### src/rtl/uart_wb_master_if.sv
// Bundle of the byte-stream and Wishbone signals of the UART debug master.
// The master modport is the bridge itself; the slave modport is its environment
// (UART receiver/transmitter and the bus responder).
interface uart_wb_master_if #(
  parameter int WB_AW = 16,
  parameter int WB_DW = 32
);
  logic [7:0]         rx_data;
  logic               rx_stb;
  logic [7:0]         tx_data;
  logic               tx_valid;
  logic               tx_ready;
  logic [WB_AW-1:0]   wb_addr;
  logic [WB_DW-1:0]   wb_wdata;
  logic [WB_DW/8-1:0] wb_wmsk;
  logic               wb_we;
  logic               wb_cyc;
  logic [WB_DW-1:0]   wb_rdata;
  logic               wb_ack;
  logic               busy;

  modport master (
    input  rx_data, rx_stb, tx_ready, wb_rdata, wb_ack,
    output tx_data, tx_valid, wb_addr, wb_wdata, wb_wmsk, wb_we, wb_cyc, busy
  );

  modport slave (
    output rx_data, rx_stb, tx_ready, wb_rdata, wb_ack,
    input  tx_data, tx_valid, wb_addr, wb_wdata, wb_wmsk, wb_we, wb_cyc, busy
  );
endinterface

### src/rtl/uart_wb_master.sv
// UART byte-stream to Wishbone initiator: parses CMD/ADDR/DATA frames, runs one
// Wishbone cycle per frame and returns a status byte (plus read data).
module uart_wb_master #(
  parameter int WB_AW    = 16,
  parameter int WB_DW    = 32,
  parameter int BUS_TO_W = 8,
  parameter int RX_TO_W  = 16
) (
  input logic              clk,
  input logic              rst,
  uart_wb_master_if.master io
);

  localparam logic [3:0] CMD_RD = 4'h1;
  localparam logic [3:0] CMD_WR = 4'h2;
  localparam logic [7:0] ST_OK  = 8'h5A;
  localparam logic [7:0] ST_TO  = 8'hEE;
  localparam logic [7:0] ST_BAD = 8'h3F;
  localparam logic [RX_TO_W-1:0]  RX_ONE  = 1;
  localparam logic [BUS_TO_W-1:0] BUS_ONE = 1;

  typedef enum logic [2:0] {S_IDLE, S_ADDR, S_DATA, S_BUS, S_RESP} state_t;

  state_t                state, state_next;
  logic [15:0]           addr_buf;
  logic [WB_DW-1:0]      wdata;
  logic [WB_DW/8-1:0]    wmsk;
  logic                  we;
  logic [1:0]            byte_cnt;
  logic [RX_TO_W-1:0]    rx_cnt;
  logic [BUS_TO_W-1:0]   bus_cnt;
  logic [WB_DW+7:0]      resp_sr;
  logic [2:0]            resp_left;
  logic                  cmd_ok;
  logic                  rx_timeout;
  logic                  bus_timeout;

  assign cmd_ok      = (io.rx_data[7:4] == CMD_RD) || (io.rx_data[7:4] == CMD_WR);
  assign rx_timeout  = !io.rx_stb && (rx_cnt == '1);
  assign bus_timeout = !io.wb_ack && (bus_cnt == '1);

  // Register fields are only loaded while collecting a frame, so they stay
  // stable for the whole bus cycle.
  assign io.wb_addr  = addr_buf[WB_AW-1:0];
  assign io.wb_wdata = wdata;
  assign io.wb_wmsk  = wmsk;
  assign io.wb_we    = we;
  assign io.tx_data  = resp_sr[WB_DW+7 -: 8];

  // FSM state register.
  always_ff @(posedge clk) begin
    if (rst) state <= S_IDLE;
    else     state <= state_next;
  end

  // Next-state decode and state-derived handshake outputs.
  always_comb begin
    state_next  = state;
    io.wb_cyc   = 1'b0;
    io.tx_valid = 1'b0;
    io.busy     = 1'b1;
    case (state)
      S_IDLE: begin
        io.busy = 1'b0;
        if (io.rx_stb) state_next = cmd_ok ? S_ADDR : S_RESP;
      end
      S_ADDR: begin
        if (io.rx_stb && byte_cnt == 2'd1) state_next = we ? S_DATA : S_BUS;
        else if (rx_timeout)               state_next = S_IDLE;
      end
      S_DATA: begin
        if (io.rx_stb && byte_cnt == 2'd3) state_next = S_BUS;
        else if (rx_timeout)               state_next = S_IDLE;
      end
      S_BUS: begin
        io.wb_cyc = 1'b1;
        if (io.wb_ack || bus_timeout) state_next = S_RESP;
      end
      S_RESP: begin
        io.tx_valid = 1'b1;
        if (io.tx_ready && resp_left == 3'd0) state_next = S_IDLE;
      end
      default: state_next = S_IDLE;
    endcase
  end

  // Frame capture, timeout counters and response shift register.
  always_ff @(posedge clk) begin
    if (rst) begin
      addr_buf  <= '0;
      wdata     <= '0;
      wmsk      <= '0;
      we        <= 1'b0;
      byte_cnt  <= '0;
      rx_cnt    <= '0;
      bus_cnt   <= '0;
      resp_sr   <= '0;
      resp_left <= '0;
    end else begin
      bus_cnt <= '0;
      case (state)
        S_IDLE: begin
          if (io.rx_stb) begin
            byte_cnt <= '0;
            rx_cnt   <= '0;
            we       <= (io.rx_data[7:4] == CMD_WR);
            wmsk     <= (io.rx_data[7:4] == CMD_WR) ? io.rx_data[3:0] : '0;
            if (!cmd_ok) begin
              resp_sr   <= {ST_BAD, {WB_DW{1'b0}}};
              resp_left <= 3'd0;
            end
          end
        end
        S_ADDR, S_DATA: begin
          if (io.rx_stb) begin
            rx_cnt <= '0;
            if (state == S_ADDR) begin
              addr_buf <= {addr_buf[7:0], io.rx_data};
              byte_cnt <= (byte_cnt == 2'd1) ? 2'd0 : byte_cnt + 2'd1;
            end else begin
              wdata    <= {wdata[WB_DW-9:0], io.rx_data};
              byte_cnt <= byte_cnt + 2'd1;
            end
          end else begin
            rx_cnt <= rx_cnt + RX_ONE;
          end
        end
        S_BUS: begin
          if (io.wb_ack) begin
            resp_sr   <= {ST_OK, we ? {WB_DW{1'b0}} : io.wb_rdata};
            resp_left <= we ? 3'd0 : 3'd4;
          end else if (bus_timeout) begin
            resp_sr   <= {ST_TO, {WB_DW{1'b0}}};
            resp_left <= 3'd0;
          end else begin
            bus_cnt <= bus_cnt + BUS_ONE;
          end
        end
        S_RESP: begin
          if (io.tx_ready) begin
            resp_sr <= {resp_sr[WB_DW-1:0], 8'h00};
            if (resp_left != 3'd0) resp_left <= resp_left - 3'd1;
          end
        end
        default: ;
      endcase
    end
  end

endmodule

### src/flat_wrapper.sv
// flat-port wrapper written by rule: the top's interface ports become plain ports
module uart_wb_master_flat 
#(
  parameter int WB_AW    = 16,
  parameter int WB_DW    = 32,
  parameter int BUS_TO_W = 8,
  parameter int RX_TO_W  = 16
)
  (clk, rst, io_rx_data, io_rx_stb, io_tx_ready, io_wb_rdata, io_wb_ack, io_tx_data, io_tx_valid, io_wb_addr, io_wb_wdata, io_wb_wmsk, io_wb_we, io_wb_cyc, io_busy);
  uart_wb_master_if #(.WB_AW(WB_AW), .WB_DW(WB_DW)) io_i ();
  input logic clk;
  input logic rst;
  input wire logic [$bits(io_i.rx_data)-1:0] io_rx_data;
  input wire logic [$bits(io_i.rx_stb)-1:0] io_rx_stb;
  input wire logic [$bits(io_i.tx_ready)-1:0] io_tx_ready;
  input wire logic [$bits(io_i.wb_rdata)-1:0] io_wb_rdata;
  input wire logic [$bits(io_i.wb_ack)-1:0] io_wb_ack;
  output wire logic [$bits(io_i.tx_data)-1:0] io_tx_data;
  output wire logic [$bits(io_i.tx_valid)-1:0] io_tx_valid;
  output wire logic [$bits(io_i.wb_addr)-1:0] io_wb_addr;
  output wire logic [$bits(io_i.wb_wdata)-1:0] io_wb_wdata;
  output wire logic [$bits(io_i.wb_wmsk)-1:0] io_wb_wmsk;
  output wire logic [$bits(io_i.wb_we)-1:0] io_wb_we;
  output wire logic [$bits(io_i.wb_cyc)-1:0] io_wb_cyc;
  output wire logic [$bits(io_i.busy)-1:0] io_busy;
  assign io_i.rx_data = io_rx_data;
  assign io_i.rx_stb = io_rx_stb;
  assign io_i.tx_ready = io_tx_ready;
  assign io_i.wb_rdata = io_wb_rdata;
  assign io_i.wb_ack = io_wb_ack;
  assign io_tx_data = io_i.tx_data;
  assign io_tx_valid = io_i.tx_valid;
  assign io_wb_addr = io_i.wb_addr;
  assign io_wb_wdata = io_i.wb_wdata;
  assign io_wb_wmsk = io_i.wb_wmsk;
  assign io_wb_we = io_i.wb_we;
  assign io_wb_cyc = io_i.wb_cyc;
  assign io_busy = io_i.busy;
  uart_wb_master #(.WB_AW(WB_AW), .WB_DW(WB_DW), .BUS_TO_W(BUS_TO_W), .RX_TO_W(RX_TO_W)) u_core (.clk(clk), .rst(rst), .io(io_i));
endmodule
### config.mk
export PLATFORM = sky130hd
export DESIGN_NAME = uart_wb_master_flat
export DESIGN_NICKNAME = d
export VERILOG_FILES = /design/src/rtl/uart_wb_master_if.sv /design/src/rtl/uart_wb_master.sv /design/src/flat_wrapper.sv
export SDC_FILE = /design/constraint.sdc
export NUM_CORES = 1
export LEC_CHECK = 0
export ABC_CLOCK_PERIOD_IN_PS = 1900
export CAP_MARGIN = 15
export CORE_UTILIZATION = 50
export CTS_CLUSTER_DIAMETER = 120
export DETAILED_ROUTE_END_ITERATION = 10
export PLACE_DENSITY = 0.8
export SYNTH_ARGS = -nofsm -noshare
export SYNTH_HDL_FRONTEND = slang
export SYNTH_SLANG_ARGS = --single-unit
export TNS_END_PERCENT = 10
### constraint.sdc
create_clock -name clk -period 1.9 [get_ports clk]
set_input_delay 0.19 -clock clk [delete_from_list [all_inputs] [get_ports clk]]
set_output_delay 0.19 -clock clk [all_outputs]
set_load 0.02 [all_outputs]
Word-level counts from Yosys, hierarchy flattened
Index checks and enable logic that the tools add are counted.
- $lt $le $gt $ge: 0
- shifts and indexed selects: 0
- reduce and logical (&&, ||, !) cells: 24
- add/sub/neg operators: 4
- $mul: 0
- div/mod/pow operators: 0
- bitwise gates (word level): 2
- multiplexer cells: 36
- eq/ne operators: 18
- operators with widths (operator ; number):
    $mux W40 ; 5
    $pmux W40 S3 ; 1
    $mux W3 ; 14
    $mux W16 ; 2
    $mux W32 ; 1
    $pmux W16 S2 ; 1
    $add A16 B1 Y16 const B ; 1
    $eq A16 B16 Y1 const B ; 1
    $pmux W3 S5 ; 1
    $reduce_and A3 Y1 ; 4
    $pmux W3 S3 ; 1
    $add A8 B1 Y8 const B ; 1
    $eq A8 B8 Y1 const B ; 1
    $mux W2 ; 4
    $ne A2 B2 Y1 const B ; 4
    $eq A3 B2 Y1 const B ; 2
    $logic_not A3 Y1 ; 2
    $ne A2 B1 Y1 const B ; 3
    $reduce_and A6 Y1 ; 1
    $reduce_bool A3 Y1 ; 2
    $logic_and A1 B1 Y1 ; 5
    $reduce_and A5 Y1 ; 1
    $eq A4 B1 Y1 const B ; 1
    $eq A4 B2 Y1 const B ; 1
    17 further kinds ; 24
- output and inout bits: 64
- RAM bits: 0
- memories kept: 0
- bits in latches: 0
- input bits: 45
- register bits: 125
- word-level logic and storage cells: 94
- ROM bits: 0

Longest topological paths before layout
Gate-level depths: netlist of the first run.
- word-level depth: 5
- mapped depth: 9
- gate-level depth less buffers: 7

Worst setup path after synthesis of the first run
Ideal clock, no wire load.
- kind: reg-to-reg
- from: reg u_core.state[1]
- to: reg u_core.resp_sr[37]
- setup slack: 122 ps
- data required time: 1768 ps
- cell stages (with the launch flop): 7
- clock period less this slack: 1778 ps
- setup time: 132 ps
- data arrival time: 1645 ps
- buffers on the path: 2
- cell sequence: dfxtp_1 buf_2 or3_1 o221a_2 buf_2 o211ai_1 a21oi_1
- cells in the longest elaborated chain, start to end: 3
- elaborated cells between the ends (all ways): 10
- those cells by class: eq/ne: 6; mux: 1; reduce/logical: 3
- RTL lines (item ; line ; RTL):
    start, declared ; uart_wb_master.sv:24 ; state_t state, state_next;
    start signal, assigned ; uart_wb_master.sv:53 ; else state <= state_next;
    $eq A3 B2 Y1, or another cell as far along ; uart_wb_master.sv:101 ; case (state)
    $ne A3 B2 Y1 (no line), or another cell as far along ; n/a ;
    $reduce_and A5 Y1 (no line) ; n/a ;
    end signal, assigned ; uart_wb_master.sv:109 ; resp_sr <= {ST_BAD, {WB_DW{1'b0}}};
    end signal, assigned ; uart_wb_master.sv:130 ; resp_sr <= {ST_OK, we ? {WB_DW{1'b0}} : io.wb_rdata};
    end signal, assigned ; uart_wb_master.sv:133 ; resp_sr <= {ST_TO, {WB_DW{1'b0}}};
    end, declared ; uart_wb_master.sv:32 ; logic [WB_DW+7:0] resp_sr;
Parallel ways exist; a longest one is shown, timed or not.
A chain may end at the register's enable or synchronous reset.

Worst setup path after layout of the first run
- from: reg u_core.state[0]
- to: reg u_core.resp_sr[36]
Same word-level chain as after synthesis.

==> results.toml, run 1 <==
[status]
status = "completed"

[power]
p_leak_nw = 2.59
power_frac_seq_pct = 40.8
combPwrFrac_pct = 11.6
peakVddDrop_uv = 608
clockPowerShare_pct = 47.6
p_int_mw = 5.17
swShare_pct = 24.4
power.density_nw_per_um2 = 956
power_switching_mw = 1.67

[placement]
pre_cts_ws_ns = -0.301
post-dp-hpwl_um = 8900
gp_congestion = 0.774
port_buffers = 108
placed_area_um2 = 6460

[detailed_routing]
route.met2.wl_um = 6750
dr.pass1.iters = 5
via_count = 4738
highest_layer = "met4"
wl_met3_um = 540
detail_route.vias_per_cell = 5.43
avgRoutedWirePerCell_um = 15.3
finalWirelength_um = 13300
ant_nets = 0
wl_met1_um = 5730
drc = 0
drtIter0Drc = 269

[clock_network]
path_clk_slew_ns = 0.06
h-tree-depth = 4
clk_path_buf_depth = 2
cts_tree = "built"
numClockSinks = 125
cts-buffers-inserted = 17
cts-root-buf = "clkbuf_8"
cts_hold_buf = 0
insertion_delay_ns = 0.52

[setup_path]
arrival_ns = 2.30
ff2ff_path_depth = 6
end_kind = "register"
critical_path_required_ns = 2.35
crit_fanout = 7
crit_buf_inv = 1
critical-path-top-delay-family = "compound AO/OA/AOI/OAI gates"
reg2reg_to = "u_core.resp_sr[36]"
crit_type = "reg2reg"
r2r_setup_slack_ns = 0.04
max_stage_delay_ns = 0.38
cp-start-kind = "register"
crit_chain = "xor2_2 -> a311oi_4 -> o221ai_4 -> buf_6 -> or3_1 -> a21oi_1"
rr_startpoint = "u_core.state[0]"
crit_path_top_delay_cell = "dfxtp_4"

[logic_synthesis]
synth_async_sr_flop_share_pct = 0
ys_types = 51
synth_flop_cell = "dfxtp_1"
netlist_area_um2 = 5110
syn_nets = 654
synth_seq_area_share_pct = 49.0
synth_edf_count = 0
avgSynthCellArea_um2 = 8.45
yosysWarnings = 0
syn_inst = 605
synth_seq_cells = 125

[sta]
min_period_over_period_pct = 97.8
worstMarginPinSlew_ns = 0.461
slew_violations = 0
slew_headroom_pct = 69.3
rsz0062_at_grt = "true"
period_minus_slack_ns = 1.86
setup_slack_ns = 0.0427
hold_viol = 0
max_freq_ghz = 0.538
fin_skew_ns = 0.00651
setup_viol = 0

[floorplanning]
ioPinCount = 109
die_area_um2 = 10600
die_height_um = 103
fp.dieW_um = 103
rows = 36
initial_core_util_pct = 52.0
core_um2 = 9820

[hold_path]
hold_depth = 2
min_path_type = "in2reg"
holdPathEnd = "u_core.io.wb_wmsk[3]"
hp-start = "rst"

[cells_and_area]
insertedDiodeCount = 0
layout-drive-gt1-share_pct = 13.4
areaGrowthSynthToFinish_pct = 40.0
stdcell_area_um2 = 7160
nets = 775

[global_routing]
track_usage_pct = 25.8
antenna_found_initial = 0
grt_pass1_vias = 4506
grt_max_degree = 42
grt_pass1_wl_um = 21000
grt_remaining_overflow = 0

[job]
drv_cap = 0
repair_timing:
item | CTS | global route
resized for setup | 17 | 13
endpoints found under the setup margin | 44 | 41
buffers inserted | 3 | 0
pin swaps | 2 | 6
power groups by stage:
stage / sequential, mW / clock [mW] / combinational (mW)
final: 2.79 / 3.26 / 0.795
after global routing: 2.80 / 3.44 / 0.866
after CTS: 2.79 / 3.29 / 0.773
after detailed placement: 2.84 / 0 / 0.747
after global placement: 2.84 / 0 / 0.725
after floorplan: 2.83 / 0 / 0.490
cells in the final DEF, fill, tap and decap left out, types with 4 or more instances in the layout:
cell	synthesis	final
a21oi_1	60	60
a221oi_1	24	21
a22oi_1	14	14
and2_1	6	5
and4_1	5	5
buf_12	0	4
buf_4	12	37
clkbuf_16	0	16
clkdlybuf4s50_1	0	104
clkinvlp_4	0	4
dfxtp_1	125	123
ha_1	4	4
nand2_1	113	113
nand2b_1	4	4
nand3_1	9	9
nand3b_1	4	4
nand4_1	8	8
nor2_1	71	71
nor3_1	32	32
o21ai_0	6	6
or3_1	6	6
xor2_1	18	17
final cells by class:
class | instances | area, µm²
Clock buffer | 19 | 442
Clock inverter | 13 | 165
Fill cell | 721 | 2660
Inverter | 4 | 15.0
Multi-Input combinational cell | 427 | 2390
Sequential cell | 125 | 2510
Tap cell | 133 | 166
Timing Repair Buffer | 151 | 1470
per-layer routing:
layer / vias up / GRT usage, %
li1: 2347 / -
met1: 2232 / 31.1
met2: 130 / 42.8
met3: 29 / 7.05
met4: 0 / 11.6
met5: - / 0
synth_stat cells, types with 3 or more instances:
cell type	count	area [µm²]
nor2b_1	3	18.8
xor2_1	18	158
nand3b_1	4	30.0
a21o_1	3	22.5
clkbuf_1	27	101
nor2_1	71	267
inv_1	4	15.0
buf_4	12	90.1
and2_1	6	37.5
buf_2	8	40.0
nand4_1	8	50.1
nand3_1	9	45.0
a22oi_1	14	105
o21ai_0	6	30.0
a221oi_1	24	210
o211ai_1	3	22.5
nor3_1	32	160
dfxtp_1	125	2500
and4_1	5	43.8
ha_1	4	50.1
nand2_1	113	424
a21oi_1	60	300
or3_1	6	37.5
nand2b_1	4	25.0
stage by stage:
| step | hold slack (ns) | std cells | TNS (ns) | power (mW) | util, % |
|---|---|---|---|---|---|
| 2_1_floorplan | 0.326 | 605 | 0 | 3.32 | - |
| 6_report | 0.113 | 872 | 0 | 6.84 | 72.9 |
| 5_1_grt | 0.101 | 872 | -0.0576 | 7.10 | 72.9 |
| 4_1_cts | 0.0893 | 872 | 0 | 6.85 | 72.3 |
| 3_5_place_dp | 0.447 | 837 | -9.84 | 3.59 | 65.8 |
| 3_3_place_gp | 0.441 | 837 | -7.55 | 3.57 | 65.8 |
worst max-delay path by stage:
stage / depth (start not counted) / slack, ns / to / from
final: 6 / 0.04 / u_core.resp_sr[36] / u_core.state[0]
after global routing: 6 / -0.03 / u_core.resp_left[1] / u_core.state[0]
after CTS: 7 / 0.009 / u_core.resp_left[1] / u_core.state[1]
after detailed placement: 7 / -0.30 / u_core.resp_sr[19] / io_rx_data[4]
after global placement: 7 / -0.22 / u_core.resp_sr[14] / io_rx_data[4]
after floorplan: 6 / 0.12 / u_core.resp_sr[37] / u_core.state[1]
state kept, by name, indices dropped and copies added (netlist names):
signal	flops
u_core.io.wb_wdata	32
u_core.bus_cnt	8
u_core.io.wb_wmsk	4
u_core.rx_cnt	16
u_core.resp_sr	40
u_core.resp_left	3
u_core.byte_cnt	2
u_core.state	3
u_core.io.wb_addr	16
u_core.io.wb_we	1
cells by family (layout without fill, tap and decap cells):
family	count (synthesis)	after routing	synth area share, %
DFF	125	125	49.0
muxes	1	1	0.196
xor gates and xnor gates	20	20	3.43
buffers and inverters	53	187	5.26
AOI/OAI and AO/OA	125	125	16.3
and+or+nand+nor	277	277	24.9
adders and majority gates	4	4	0.979
(Power assumes the default switching activity.)
==> run 2, diff against run 1 <==
--- a/config.mk
+++ b/config.mk
@@ -7,10 +7,12 @@
 export LEC_CHECK = 0
 export ABC_CLOCK_PERIOD_IN_PS = 1900
 export CAP_MARGIN = 15
+export CORE_MARGIN = 8
 export CORE_UTILIZATION = 50
 export CTS_CLUSTER_DIAMETER = 120
 export DETAILED_ROUTE_END_ITERATION = 10
-export PLACE_DENSITY = 0.8
+export DONT_BUFFER_PORTS = 1
+export PLACE_DENSITY = 0.66
 export SYNTH_ARGS = -nofsm -noshare
 export SYNTH_HDL_FRONTEND = slang
 export SYNTH_SLANG_ARGS = --single-unit
==> run 2 against run 1 <==
Against the previous run: the flow now finishes with violations (negative hold slack); global-route usage decreased by 7.3 points; routed wire length shrank 6.5%; combinational power decreased by 33%; setup slack got worse by 0.013 ns; die area is 29% higher; count of clock-buffer cells in the layout rose by 6; critical path type is now reg2out.
==> results.toml, run 2 (synthesis results as in run 1) <==
[cells_and_area]
nets = 661
regMostFlops = "u_core.resp_sr"
final_common_cell = "dfxtp_1"
insertedDiodeCount = 0
final_cell_count_no_fill = 761
nFillCells = 945
areaGrowthSynthToFinish_pct = 16.7
mostFrequentLayoutCells = "125 x dfxtp_1, 113 x nand2_1, 71 x nor2_1"
largest_reg_flops = 40
layout-drive-gt1-share_pct = 12.3
utilization_pct = 58.8

[detailed_routing]
via_count = 4204
dr.pass1.iters = 4
drtIter0Drc = 325
avgRoutedWirePerCell_um = 16.4
ant_nets = 0
detail_route.vias_per_cell = 5.52
drc = 0
finalWirelength_um = 12500

[clock_network]
clk_path_buf_depth = 2
numClockSinks = 125
path_clk_slew_ns = 0.06
cts-root-buf = "clkbuf_8"
cts_tree = "built"
insertion_delay_ns = 0.53
cts_hold_buf = 4
h-tree-depth = 4
cts-buffers-inserted = 17

[status]
violations = "negative hold slack"
status = "finished with violations"

[power]
combPwrFrac_pct = 8.2
power_switching_mw = 1.48
clockPowerShare_pct = 48.6
power_frac_seq_pct = 43.3
total_power_mw = 6.54
power.density_nw_per_um2 = 1100
p_int_mw = 5.05
p_leak_nw = 2.16
swShare_pct = 22.7
peakVddDrop_uv = 695

[setup_path]
max_stage_delay_ns = 0.37
end_kind = "primary output"
crit_path_top_delay_cell = "dfxtp_1"
critical_path_required_ns = 1.71
crit_type = "reg2out"
crit_fanout = 30
path_common_cell = "buf_4"
crit_chain = "buf_4 -> nor2_4 -> nand2_2 -> inv_1 -> buf_4"
cp-start-kind = "register"
arrival_ns = 1.68

[placement]
place_inst = 724
pre_cts_ws_ns = 0.0140
post-dp-hpwl_um = 8470
gp_congestion = 0.811
port_buffers = 0

[floorplanning]
ioPinCount = 109
core_um2 = 10100
fp.dieW_um = 117
die_height_um = 117
initial_core_util_pct = 50.4
die_area_um2 = 13700
rows = 37

[sta]
slew_violations = 0
rsz0062_at_grt = "true"
slew_headroom_pct = 73.8
period_minus_slack_ns = 1.87
setup_slack_ns = 0.0294
fin_hold_ws_ns = -0.251
hold_viol = 104
worstMarginPinSlew_ns = 0.392
max_freq_ghz = 0.535
min_period_over_period_pct = 98.5
finalSetupTns_ns = 0
setup_viol = 0
fin_skew_ns = 0.00763

[global_routing]
grt_max_degree = 110
track_usage_pct = 18.5
antenna_found_initial = 0
grt_remaining_overflow = 0
grt_pass1_vias = 3969
grt_pass1_wl_um = 19800

[hold_path]
min_path_type = "in2reg"

[job]
drv_cap = 0
[run 2: metal layers]
metal	GRT usage, %	vias up	part of all wire (%)
li1	-	2126	-
met1	22.4	1962	43
met2	28.6	101	49
met3	6.98	15	6.6
met4	8.36	0	1.3
met5	0	-	0
[run 2: power by group through the flow]
stage | sequential [mW] | clock, mW | combinational [mW]
after floorplan | 2.83 | 0 | 0.490
after global placement | 2.88 | 0 | 0.482
after detailed placement | 2.88 | 0 | 0.496
after CTS | 2.83 | 3.24 | 0.508
after global routing | 2.84 | 3.34 | 0.594
final | 2.83 | 3.18 | 0.534
[run 2: cell type report]
class	instances	area [µm²]	area share (%)
timing repair buffer	37	312	5.22
clock inverter	7	110	1.85
sequential	125	2500	42.0
inverter	4	15.0	0.252
clock buffer	25	474	7.95
tap	136	170	2.85
multi-input combinational	427	2380	39.9
[run 2: repair_timing]
action	CTS	global route
cloned	0	0
gates resized for setup	1	8
pin swaps	0	2
buffers inserted	0	1
setup endpoints to repair	1	42
hold endpoints to repair	116	103
[run 2: path summary, 6_finish.rpt]
path                                   startpoint           endpoint  slack (ns)  depth (start not counted)
worst max-delay path              u_core.state[0]        io_tx_valid        0.03                          5
worst max register to register    u_core.state[0]   u_core.rx_cnt[7]        0.05                          6
worst min register to register  u_core.rx_cnt[13]  u_core.rx_cnt[13]        0.48                          1
worst min-delay path                          rst   u_core.rx_cnt[0]       -0.25                          1
[run 2: metrics by stage]
step | area, µm² | hold slack, ns
2_1_floorplan | 5110 | 0.326
3_3_place_gp | 5290 | 0.273
3_5_place_dp | 5290 | 0.279
4_1_cts | 5920 | -0.283
5_1_grt | 5960 | -0.284
6_report | 5960 | -0.251
[run 2: critical path: cells and delay by family (launching register included)]
family,cells,cell delay (ns)
simple gates,2,0.18
buf+inv,3,0.59
flops,1,0.37
